**src/rtl/serial_frame_tx_if.sv**
```systemverilog
// serial_frame_tx_if: load handshake plus serial line outputs for serial_frame_tx.
//   load_valid  word on load_data is offered this cycle (master -> slave)
//   load_ready  transmitter idle, can accept a word   (slave -> master)
//   load_data   WIDTH-bit word to transmit            (master -> slave)
//   sout        registered serial line, idles high    (slave -> master)
//   busy        frame on the line, START through STOP (slave -> master)
//   done        one-cycle pulse after the stop bit    (slave -> master)
interface serial_frame_tx_if #(
  parameter int WIDTH = 8
);
  logic             load_valid;
  logic             load_ready;
  logic [WIDTH-1:0] load_data;
  logic             sout;
  logic             busy;
  logic             done;

  modport master (
    output load_valid, load_data,
    input  load_ready, sout, busy, done
  );

  modport slave (
    input  load_valid, load_data,
    output load_ready, sout, busy, done
  );
endinterface

```
**src/rtl/serial_frame_tx.sv**
```systemverilog
// serial_frame_tx: parallel-in, serial-out frame transmitter.
// A word accepted on the valid/ready handshake is sent as a start bit (0),
// WIDTH data bits and a stop bit (1); every bit is held CLKS_PER_BIT clocks.
// Ports:
//   clk  system clock, all state changes on posedge
//   rst  synchronous active-high reset
//   bus  serial_frame_tx_if.slave: load_valid/load_ready/load_data in,
//        sout/busy/done out
// Parameters: WIDTH (data bits, >=1), CLKS_PER_BIT (>=1),
//   LSB_FIRST (1: bit 0 first, 0: bit WIDTH-1 first).
module serial_frame_tx #(
  parameter int WIDTH        = 8,
  parameter int CLKS_PER_BIT = 1,
  parameter int LSB_FIRST    = 1
) (
  input logic              clk,
  input logic              rst,
  serial_frame_tx_if.slave bus
);

  localparam int CW = (CLKS_PER_BIT > 1) ? $clog2(CLKS_PER_BIT) : 1;
  localparam int BW = (WIDTH > 1) ? $clog2(WIDTH) : 1;
  localparam logic [CW-1:0] CLK_LAST = CW'(CLKS_PER_BIT - 1);
  localparam logic [BW-1:0] BIT_LAST = BW'(WIDTH - 1);

  if (WIDTH < 1) begin : g_bad_width
    $fatal(1, "serial_frame_tx: WIDTH must be >= 1");
  end
  if (CLKS_PER_BIT < 1) begin : g_bad_cpb
    $fatal(1, "serial_frame_tx: CLKS_PER_BIT must be >= 1");
  end

  typedef enum logic [1:0] {IDLE, START, DATA, STOP} state_t;

  state_t           state;
  logic [CW-1:0]    clk_cnt;
  logic [BW-1:0]    bit_cnt;
  logic [WIDTH-1:0] shreg;
  logic [WIDTH-1:0] shift_next;
  logic             tx_line;
  logic             tx_busy;
  logic             tx_done;
  logic             bit_end;
  logic             first_bit;
  logic             next_bit;

  assign bit_end = (clk_cnt == CLK_LAST);

  // The bit on the line is always the outgoing end of the shift register;
  // next_bit is what that end will hold once the current bit is shifted out.
  always_comb begin
    shift_next = shreg;
    first_bit  = 1'b0;
    next_bit   = 1'b0;
    if (LSB_FIRST != 0) begin
      shift_next = shreg >> 1;
      first_bit  = shreg[0];
      next_bit   = shift_next[0];
    end else begin
      shift_next = shreg << 1;
      first_bit  = shreg[WIDTH-1];
      next_bit   = shift_next[WIDTH-1];
    end
  end

  always_ff @(posedge clk) begin
    if (rst) begin
      state   <= IDLE;
      tx_line <= 1'b1;
      tx_busy <= 1'b0;
      tx_done <= 1'b0;
      clk_cnt <= '0;
      bit_cnt <= '0;
      shreg   <= '0;
    end else begin
      tx_done <= 1'b0;
      case (state)
        IDLE: begin
          // load_ready is exactly (state == IDLE), so valid alone completes
          // the handshake here; valid in any other state is ignored.
          if (bus.load_valid) begin
            shreg   <= bus.load_data;
            state   <= START;
            tx_line <= 1'b0;
            tx_busy <= 1'b1;
            clk_cnt <= '0;
            bit_cnt <= '0;
          end
        end
        START: begin
          if (bit_end) begin
            clk_cnt <= '0;
            state   <= DATA;
            tx_line <= first_bit;
          end else begin
            clk_cnt <= clk_cnt + 1'b1;
          end
        end
        DATA: begin
          if (bit_end) begin
            clk_cnt <= '0;
            shreg   <= shift_next;
            // bit_cnt stops at WIDTH-1; the last bit leads straight to STOP.
            if (bit_cnt == BIT_LAST) begin
              state   <= STOP;
              tx_line <= 1'b1;
            end else begin
              bit_cnt <= bit_cnt + 1'b1;
              tx_line <= next_bit;
            end
          end else begin
            clk_cnt <= clk_cnt + 1'b1;
          end
        end
        STOP: begin
          if (bit_end) begin
            clk_cnt <= '0;
            state   <= IDLE;
            tx_busy <= 1'b0;
            tx_done <= 1'b1;
          end else begin
            clk_cnt <= clk_cnt + 1'b1;
          end
        end
        default: begin
          state   <= IDLE;
          tx_line <= 1'b1;
          tx_busy <= 1'b0;
        end
      endcase
    end
  end

  assign bus.load_ready = (state == IDLE);
  assign bus.sout       = tx_line;
  assign bus.busy       = tx_busy;
  assign bus.done       = tx_done;

  // State invariants, evaluated on the register values present at each edge.
  always @(posedge clk) begin
    if (!rst) begin
      assert final ((state != IDLE) || (tx_line && !tx_busy))
        $info("idle line ok");
      else $error("idle line/busy wrong at %0t", $time);
      assert final ((state != START) || !tx_line)
        $info("start bit ok");
      else $error("start bit not low at %0t", $time);
      assert final ((state != STOP) || tx_line)
        $info("stop bit ok");
      else $error("stop bit not high at %0t", $time);
      assert final ((state == IDLE) == !tx_busy)
        $info("ready/busy ok");
      else $error("load_ready != !busy at %0t", $time);
      assert final (int'(bit_cnt) < WIDTH)
        $info("bit_cnt ok");
      else $error("bit_cnt out of range at %0t", $time);
      assert final (!tx_done || (state == IDLE))
        $info("done ok");
      else $error("done outside IDLE at %0t", $time);
    end
  end

endmodule

```
**src/flat_wrapper.sv**
```systemverilog
// flat-port wrapper written by rule: the top's interface ports become plain ports
module serial_frame_tx_flat 
#(
  parameter int WIDTH        = 8,
  parameter int CLKS_PER_BIT = 1,
  parameter int LSB_FIRST    = 1
)
  (clk, rst, bus_load_valid, bus_load_data, bus_load_ready, bus_sout, bus_busy, bus_done);
  serial_frame_tx_if #(.WIDTH(WIDTH)) bus_i ();
  input logic clk;
  input logic rst;
  input wire logic [$bits(bus_i.load_valid)-1:0] bus_load_valid;
  input wire logic [$bits(bus_i.load_data)-1:0] bus_load_data;
  output wire logic [$bits(bus_i.load_ready)-1:0] bus_load_ready;
  output wire logic [$bits(bus_i.sout)-1:0] bus_sout;
  output wire logic [$bits(bus_i.busy)-1:0] bus_busy;
  output wire logic [$bits(bus_i.done)-1:0] bus_done;
  assign bus_i.load_valid = bus_load_valid;
  assign bus_i.load_data = bus_load_data;
  assign bus_load_ready = bus_i.load_ready;
  assign bus_sout = bus_i.sout;
  assign bus_busy = bus_i.busy;
  assign bus_done = bus_i.done;
  serial_frame_tx #(.WIDTH(WIDTH), .CLKS_PER_BIT(CLKS_PER_BIT), .LSB_FIRST(LSB_FIRST)) u_core (.clk(clk), .rst(rst), .bus(bus_i));
endmodule
```
**config.mk**
```make
export PLATFORM = sky130hd
export DESIGN_NAME = serial_frame_tx_flat
export DESIGN_NICKNAME = d
export VERILOG_FILES = /design/src/rtl/serial_frame_tx_if.sv /design/src/rtl/serial_frame_tx.sv /design/src/flat_wrapper.sv
export SDC_FILE = /design/constraint.sdc
export NUM_CORES = 1
export LEC_CHECK = 0
export ABC_CLOCK_PERIOD_IN_PS = 1560
export CAP_MARGIN = 20
export CORE_ASPECT_RATIO = 1.2
export CORE_MARGIN = 3
export CORE_UTILIZATION = 49
export CTS_CLUSTER_DIAMETER = 40
export DETAILED_ROUTE_END_ITERATION = 8
export PLACE_DENSITY = 0.82
export SETUP_SLACK_MARGIN = 0.05
export SYNTH_ARGS = -nofsm -noshare
export SYNTH_HDL_FRONTEND = slang
export SYNTH_SLANG_ARGS = --single-unit
export TNS_END_PERCENT = 5
```
**constraint.sdc**
```tcl
create_clock -name clk -period 1.56 [get_ports clk]
set_input_delay 0.156 -clock clk [delete_from_list [all_inputs] [get_ports clk]]
set_output_delay 0.156 -clock clk [all_outputs]
set_load 0.05 [all_outputs]
```
==> metrics, run 1 <==
fin crit share approximately 93%; Root Buffer clkbuf_4; Avg Cell Area, Syn 9.68 sq um; worst min path class register to register; Routability Congestion between 0.8 and 0.9; maximum clock rate 690 MHz; Worst Path Required around 1.8 ns; final hold vios 0; area growth from synthesis to layout 27.5%; synth warn 0; minimum hold slack ~0.47 ns; hold-critical path depth 1; DIE AREA approximately 2200 sq um; final net count about 120; core area between 1500 and 2000 sq um; Slew Viols, Final 0; gr usage total 16.5%; outcome complete, no violations; Power per Cell Area between 1500 and 2000 nW/um^2; Tmin final 1.45 ns; clock network power share about 14%; port bufs 14; Mapped Cells 84; Total Wirelength roughly 1.6 mm; Max Root-Sink Buffers 2; Final WS setup approximately 0.11 ns; Worst-Skew Late Latency roughly 0.28 ns; final total power approximately 1.9 mW; DRT antenna net count 0; final setup skew roughly 0.0072 ns; Starting Density between 50% and 60%; synth unique cells 26; CTS Hold Bufs 0; CP arrival between 1.5 and 2 ns; Switch Pwr between 700 and 800 uW; die width around 43 microns; Tightest Pin Transition about 0.39 ns; most frequent cells in the layout dfxtp_1 (13), clkdlybuf4s50_1 (10), nor2_1 (8); Synth Flop Type dfxtp_1; syn nets roughly 100; CP max FO 16; CTS tree yes; cts bufs inserted 3; final routed DRC violation total 0; ys async rst share 0%; # IOs 15; # clock sinks 16; max_cap viols 0; critical path class register to register; internal cell power between 1 and 1.5 mW; CTS HTree Levels 1; mapped cell area 813 sq um; grt total ovfl 0; first-pass GRT wire length about 2.8 mm; most common cell after layout, fill and taps aside dfxtp_1; largest net degree at the start of global routing 17; Sequential Power Share around a third; CP Capture Type register; Slew HR between 70% and 80%; post-synthesis sequential area ratio between 30 and 40%; Die Height about 50 microns; share of cells above drive strength 1 24.8%; Worst IR Drop VDD 1290 uV; Pleak about 0.4 nW; switch share roughly two fifths; vias in the first global route 640; unrepaired setup endpoints after global routing yes; initial antenna violation count 0; via count about 640; number of synthesized flops with an enable pin 0; Pre-antenna DRT Iters 4; worst reg2reg path depth 5; setup_tns 0 ns; setup violators final 0; critical path launch point type register; FF+latch count, synth 16; pre-CTS WS 0.0477 ns; # diodes 0; WL per Instance about 13 microns; Post-DP HPWL between 1 and 1.5 mm; 1st-iter DRT viols 5; # rows 15; vias per cell 5.43; CTS clk-pin slew, worst paths around 0.090 ns; share of power burned in combinational logic between 50% and 60%
## critical path: stages (launching register included)
cell and delay [ns]:
dfxtp_2 0.35, inv_1 0.13, ha_4 0.21, mux2_4 0.41, a21oi_2 0.17, a22o_1 0.14
## metrics by stage
step,cell area (sq um),utilization [%],instances
6_report,1040,69.1,118
5_1_grt,1040,69.1,118
4_1_cts,1020,67.8,118
3_5_place_dp,980,65.3,114
3_3_place_gp,980,65.3,114
2_1_floorplan,826,-,84
## flip-flops by register name, summed over array words and instances, names as in the netlist
name	flops
u_core.bit_cnt	3
u_core.bus.sout	1
u_core.bus.done	1
u_core.shreg	8
u_core.bus.busy	1
u_core.state	2
## cell families after synthesis
logic type | Yosys count | share of synthesized area, %
fa+ha+maj | 6 | 9.23
mux | 8 | 10.5
flops | 16 | 39.4
buf+inv | 9 | 6.31
simple gates | 22 | 13.7
compound gates | 23 | 20.9
## area by class of cell
cell class / instances / area [sq um]
Tap cell: 17 / 21.3
Multi-Input combinational cell: 59 / 468
Inverter: 5 / 18.8
Fill cell: 125 / 464
Timing Repair Buffer: 17 / 169
Clock buffer: 4 / 36.3
Sequential cell: 16 / 324
## cell usage after synthesis (2+ instances only)
master / count / share of area [%]
dfxtp_1: 16 / 39
nor2_2: 2 / 1.5
clkbuf_1: 2 / 0.92
nand3_1: 2 / 1.2
a211oi_2: 2 / 3.1
nor2_1: 8 / 3.7
a211oi_1: 6 / 5.5
ha_1: 6 / 9.2
o21ai_0: 4 / 2.5
a21oi_1: 6 / 3.7
inv_1: 5 / 2.3
nand2b_1: 2 / 1.5
nor3_1: 2 / 1.2
mux2i_1: 7 / 8.6
a22o_1: 2 / 2.2
nand2_1: 2 / 0.92
## path summary, 6_finish.rpt
check | start | end | slack, ns
worst min-delay path | u_core.bus.sout$_SDFFE_PP1P_ | u_core.bus.sout$_SDFFE_PP1P_ | 0.47
worst min register to register | u_core.bus.sout$_SDFFE_PP1P_ | u_core.bus.sout$_SDFFE_PP1P_ | 0.47
worst max-delay path | u_core.state[1]$_SDFFE_PP0P_ | u_core.bit_cnt[1]$_SDFFE_PP0P_ | 0.11
worst max register to register | u_core.state[1]$_SDFFE_PP0P_ | u_core.bit_cnt[1]$_SDFFE_PP0P_ | 0.11
## power by group through the flow
stage          Clock [mW]  Sequential, mW  Combinational, mW
2_1_floorplan           0           0.689              0.729
3_3_place_gp            0           0.626              0.977
3_5_place_dp            0           0.637              0.998
4_1_cts             0.282           0.629               1.01
5_1_grt             0.297           0.653               1.12
6_report            0.266           0.635               1.03
## layer usage
metal | global-route usage [%] | up-vias | routed length (microns)
met5 | 0 | - | 0
met4 | 6.03 | 0 | 15
met3 | 2.15 | 2 | 48
met2 | 28.8 | 10 | 796
met1 | 20.3 | 294 | 723
li1 | - | 335 | -
## repair_timing
action | 4_1_cts | 5_1_grt
setup buffers | 0 | 0
gates resized for setup | 1 | 8
endpoints found under the setup margin | 1 | 5
No activity file was read; power rests on OpenSTA's default activity.
==> run 2: changes to the inputs <==
CORE_UTILIZATION = 35   (was 49)
PLACE_DENSITY = 0.63   (was 0.82)
SKIP_CTS_REPAIR_TIMING = 1   (was default)
==> run 2 against run 1 <==
Compared with the run above:
- global-route usage shrank 4.8 points
- critical path depth is the same
- cell count grew 12%
- cell area grew 2.8%
- total power grew 0.21%
- utilization shrank 19 points
- sequential power shrank 3%
- flip-flop and latch count is the same
- sequential share of layout area shrank 1.2 points
- clock-buffer cell count shrank 1
- first-iteration DRC count grew to 2.6 times the previous value
- clock power shrank 19%
- critical endpoint is now u_core.shreg[1]$_SDFFE_PP0P_
- largest cell class unchanged
- largest power group unchanged
==> metrics, run 2 (same netlist as run 1, synthesis figures left out) <==
Pleak 0.406 nW (+0.48%); Reg with most FFs u_core.shreg; # diodes 0 (unchanged); Tightest Pin Transition 0.393 ns (+0.00783 ns); WL per Instance 12.0 microns (-11%); Tmin final 1.43 ns (-0.0201 ns); worst reg2reg path depth 5 (unchanged); flop2flop setup slack 0.13 ns (+0.02 ns); Root Buffer clkbuf_4; unrepaired setup endpoints after global routing yes; vias in the first global route 601 (-6.1%); outcome complete, no violations; DRT antenna net count 0 (unchanged); crit-path cells inv_1, ha_4, mux2_2, nor2_1, a211oi_1; crit path buf inv count 1 (unchanged); fin cells 132 (+12%); CP max FO 9 (-7); die width 50.0 microns (+16%); Pre-antenna DRT Iters 4 (unchanged); worst reg2reg endpoint u_core.shreg[1]$_SDFFE_PP0P_; Crit path max-delay family multiplexers; max FFs per register 8 (unchanged); CP arrival 1.59 ns (-0.08 ns); initial antenna violation count 0 (unchanged); Hold Path End u_core.shreg[7]$_SDFFE_PP0P_; # clock sinks 16 (unchanged); Worst Path Required 1.72 ns (-0.06 ns); final instance area 1070 sq um (+2.8%); placed cell count 128 (+12%); fin crit share 91.6% (-1.3 points); gr usage total 11.7% (-4.8 points); Reg2Reg Launch Point u_core.state[1]$_SDFFE_PP0P_; vias per cell 4.97 (-8.5%); cts bufs inserted 3 (unchanged); CP Capture Type register; grt total ovfl 0 (unchanged); 1st-iter DRT viols 13 (+8); Total Wirelength 1.58 mm (-0.13%); Max Root-Sink Buffers 2 (unchanged); share of cells above drive strength 1 23.5% (-1.2 points); Layout Utilization 49.8% (-19 points); Worst-Skew Late Latency 0.29 ns (about the same); final net count 121 (+1.7%); launch point of the worst hold path bus_load_data[7]; critical path class register to register; CTS tree yes; final hold vios 0 (unchanged); first-pass GRT wire length 2.58 mm (-7.0%); via count 656 (+2.3%); Power per Cell Area 1810 nW/um^2 (-2.5%); critical path launch point type register; Worst IR Drop VDD 881 uV (-32%); hold-critical path depth 3 (+2); worst min path class primary input to register; final setup skew 0.00364 ns (-0.00354 ns); max_cap viols 0 (unchanged); maximum clock rate 700 MHz (+1.4%); Slew Viols, Final 0 (unchanged); Routability Congestion 0.788 (-2.4%); CTS HTree Levels 1 (unchanged); setup_tns 0 ns (unchanged); area growth from synthesis to layout 31.1%; port bufs 14 (unchanged); CTS clk-pin slew, worst paths 0.09 ns (about the same); # IOs 15 (unchanged); core area 2140 sq um (+42%); slowest stage cell, crit path mux2_2; Post-DP HPWL 1.15 mm (-5.5%); setup violators final 0 (unchanged); most frequent cells in the layout dfxtp_1 (16), clkdlybuf4s50_1 (10), nor2_1 (8); final routed DRC violation total 0 (unchanged); biggest regs u_core.shreg: 8 flops, u_core.bit_cnt: 3 flops, u_core.state: 2 flops; DIE AREA 2940 sq um (+34%); Die Height 58.8 microns (+16%); largest net degree at the start of global routing 17 (unchanged); Slew HR 73.7% (-0.52 points); most common cell after layout, fill and taps aside dfxtp_1; Starting Density 38.0% (-16 points); CP max stage delay 0.44 ns (+0.03 ns); dpl cell area 1020 sq um (+3.7%); # rows 18 (+3); final total power 1.93 mW (+0.21%)
## run 2: worst max path at each step
stage | from | to | cells after the start
final | u_core.state[1]$_SDFFE_PP0P_ | u_core.shreg[1]$_SDFFE_PP0P_ | 5
after floorplan | u_core.state[0]$_SDFFE_PP0P_ | u_core.shreg[4]$_SDFFE_PP0P_ | 6
after detailed placement | u_core.state[1]$_SDFFE_PP0P_ | u_core.bit_cnt[2]$_SDFFE_PP0P_ | 5
after CTS | u_core.state[0]$_SDFFE_PP0P_ | u_core.bit_cnt[1]$_SDFFE_PP0P_ | 5
after global routing | u_core.state[1]$_SDFFE_PP0P_ | u_core.bus.sout$_SDFFE_PP1P_ | 5
after global placement | bus_load_valid | u_core.bus.sout$_SDFFE_PP1P_ | 4
## run 2: tightest hold or removal path, delay by kind of cell
kind	cells	cell delay (ns)
compound gates	1	0.06
buf+inv	1	0.40
simple gates	1	0.10
## run 2: per-layer routing
metal,vias to the layer above,track usage (%),wire [microns],part of all wire [%]
li1,339,-,-,-
met1,302,13.8,746,47
met2,11,18.1,739,47
met3,4,3.54,61,3.9
met4,0,8.30,35,2.2
met5,-,0,0,0
## run 2: cell type report
type                            instances  area [sq um]
Fill cell                             197          1070
Multi-Input combinational cell         60           482
Sequential cell                        16           320
Timing Repair Buffer                   18           185
Tap cell                               30          37.5
Clock buffer                            3          22.5
Inverter                                5          18.8
## run 2: per-stage QoR
step | worst slack, ns | hold WS (ns)
6_report | 0.130 | 0.471
3_5_place_dp | 0.0984 | 0.456
4_1_cts | 0.0687 | 0.470
5_1_grt | 0.0468 | 0.479
3_3_place_gp | 0.140 | 0.458
2_1_floorplan | 0.0988 | 0.308
## run 2: where the power goes
part | total, mW | internal, mW | switching (mW) | leakage, nW
logic | 1.10 | 0.506 | 0.593 | 0.260
clock network | 0.215 | 0.0898 | 0.126 | 0.0138
registers | 0.617 | 0.539 | 0.0780 | 0.132
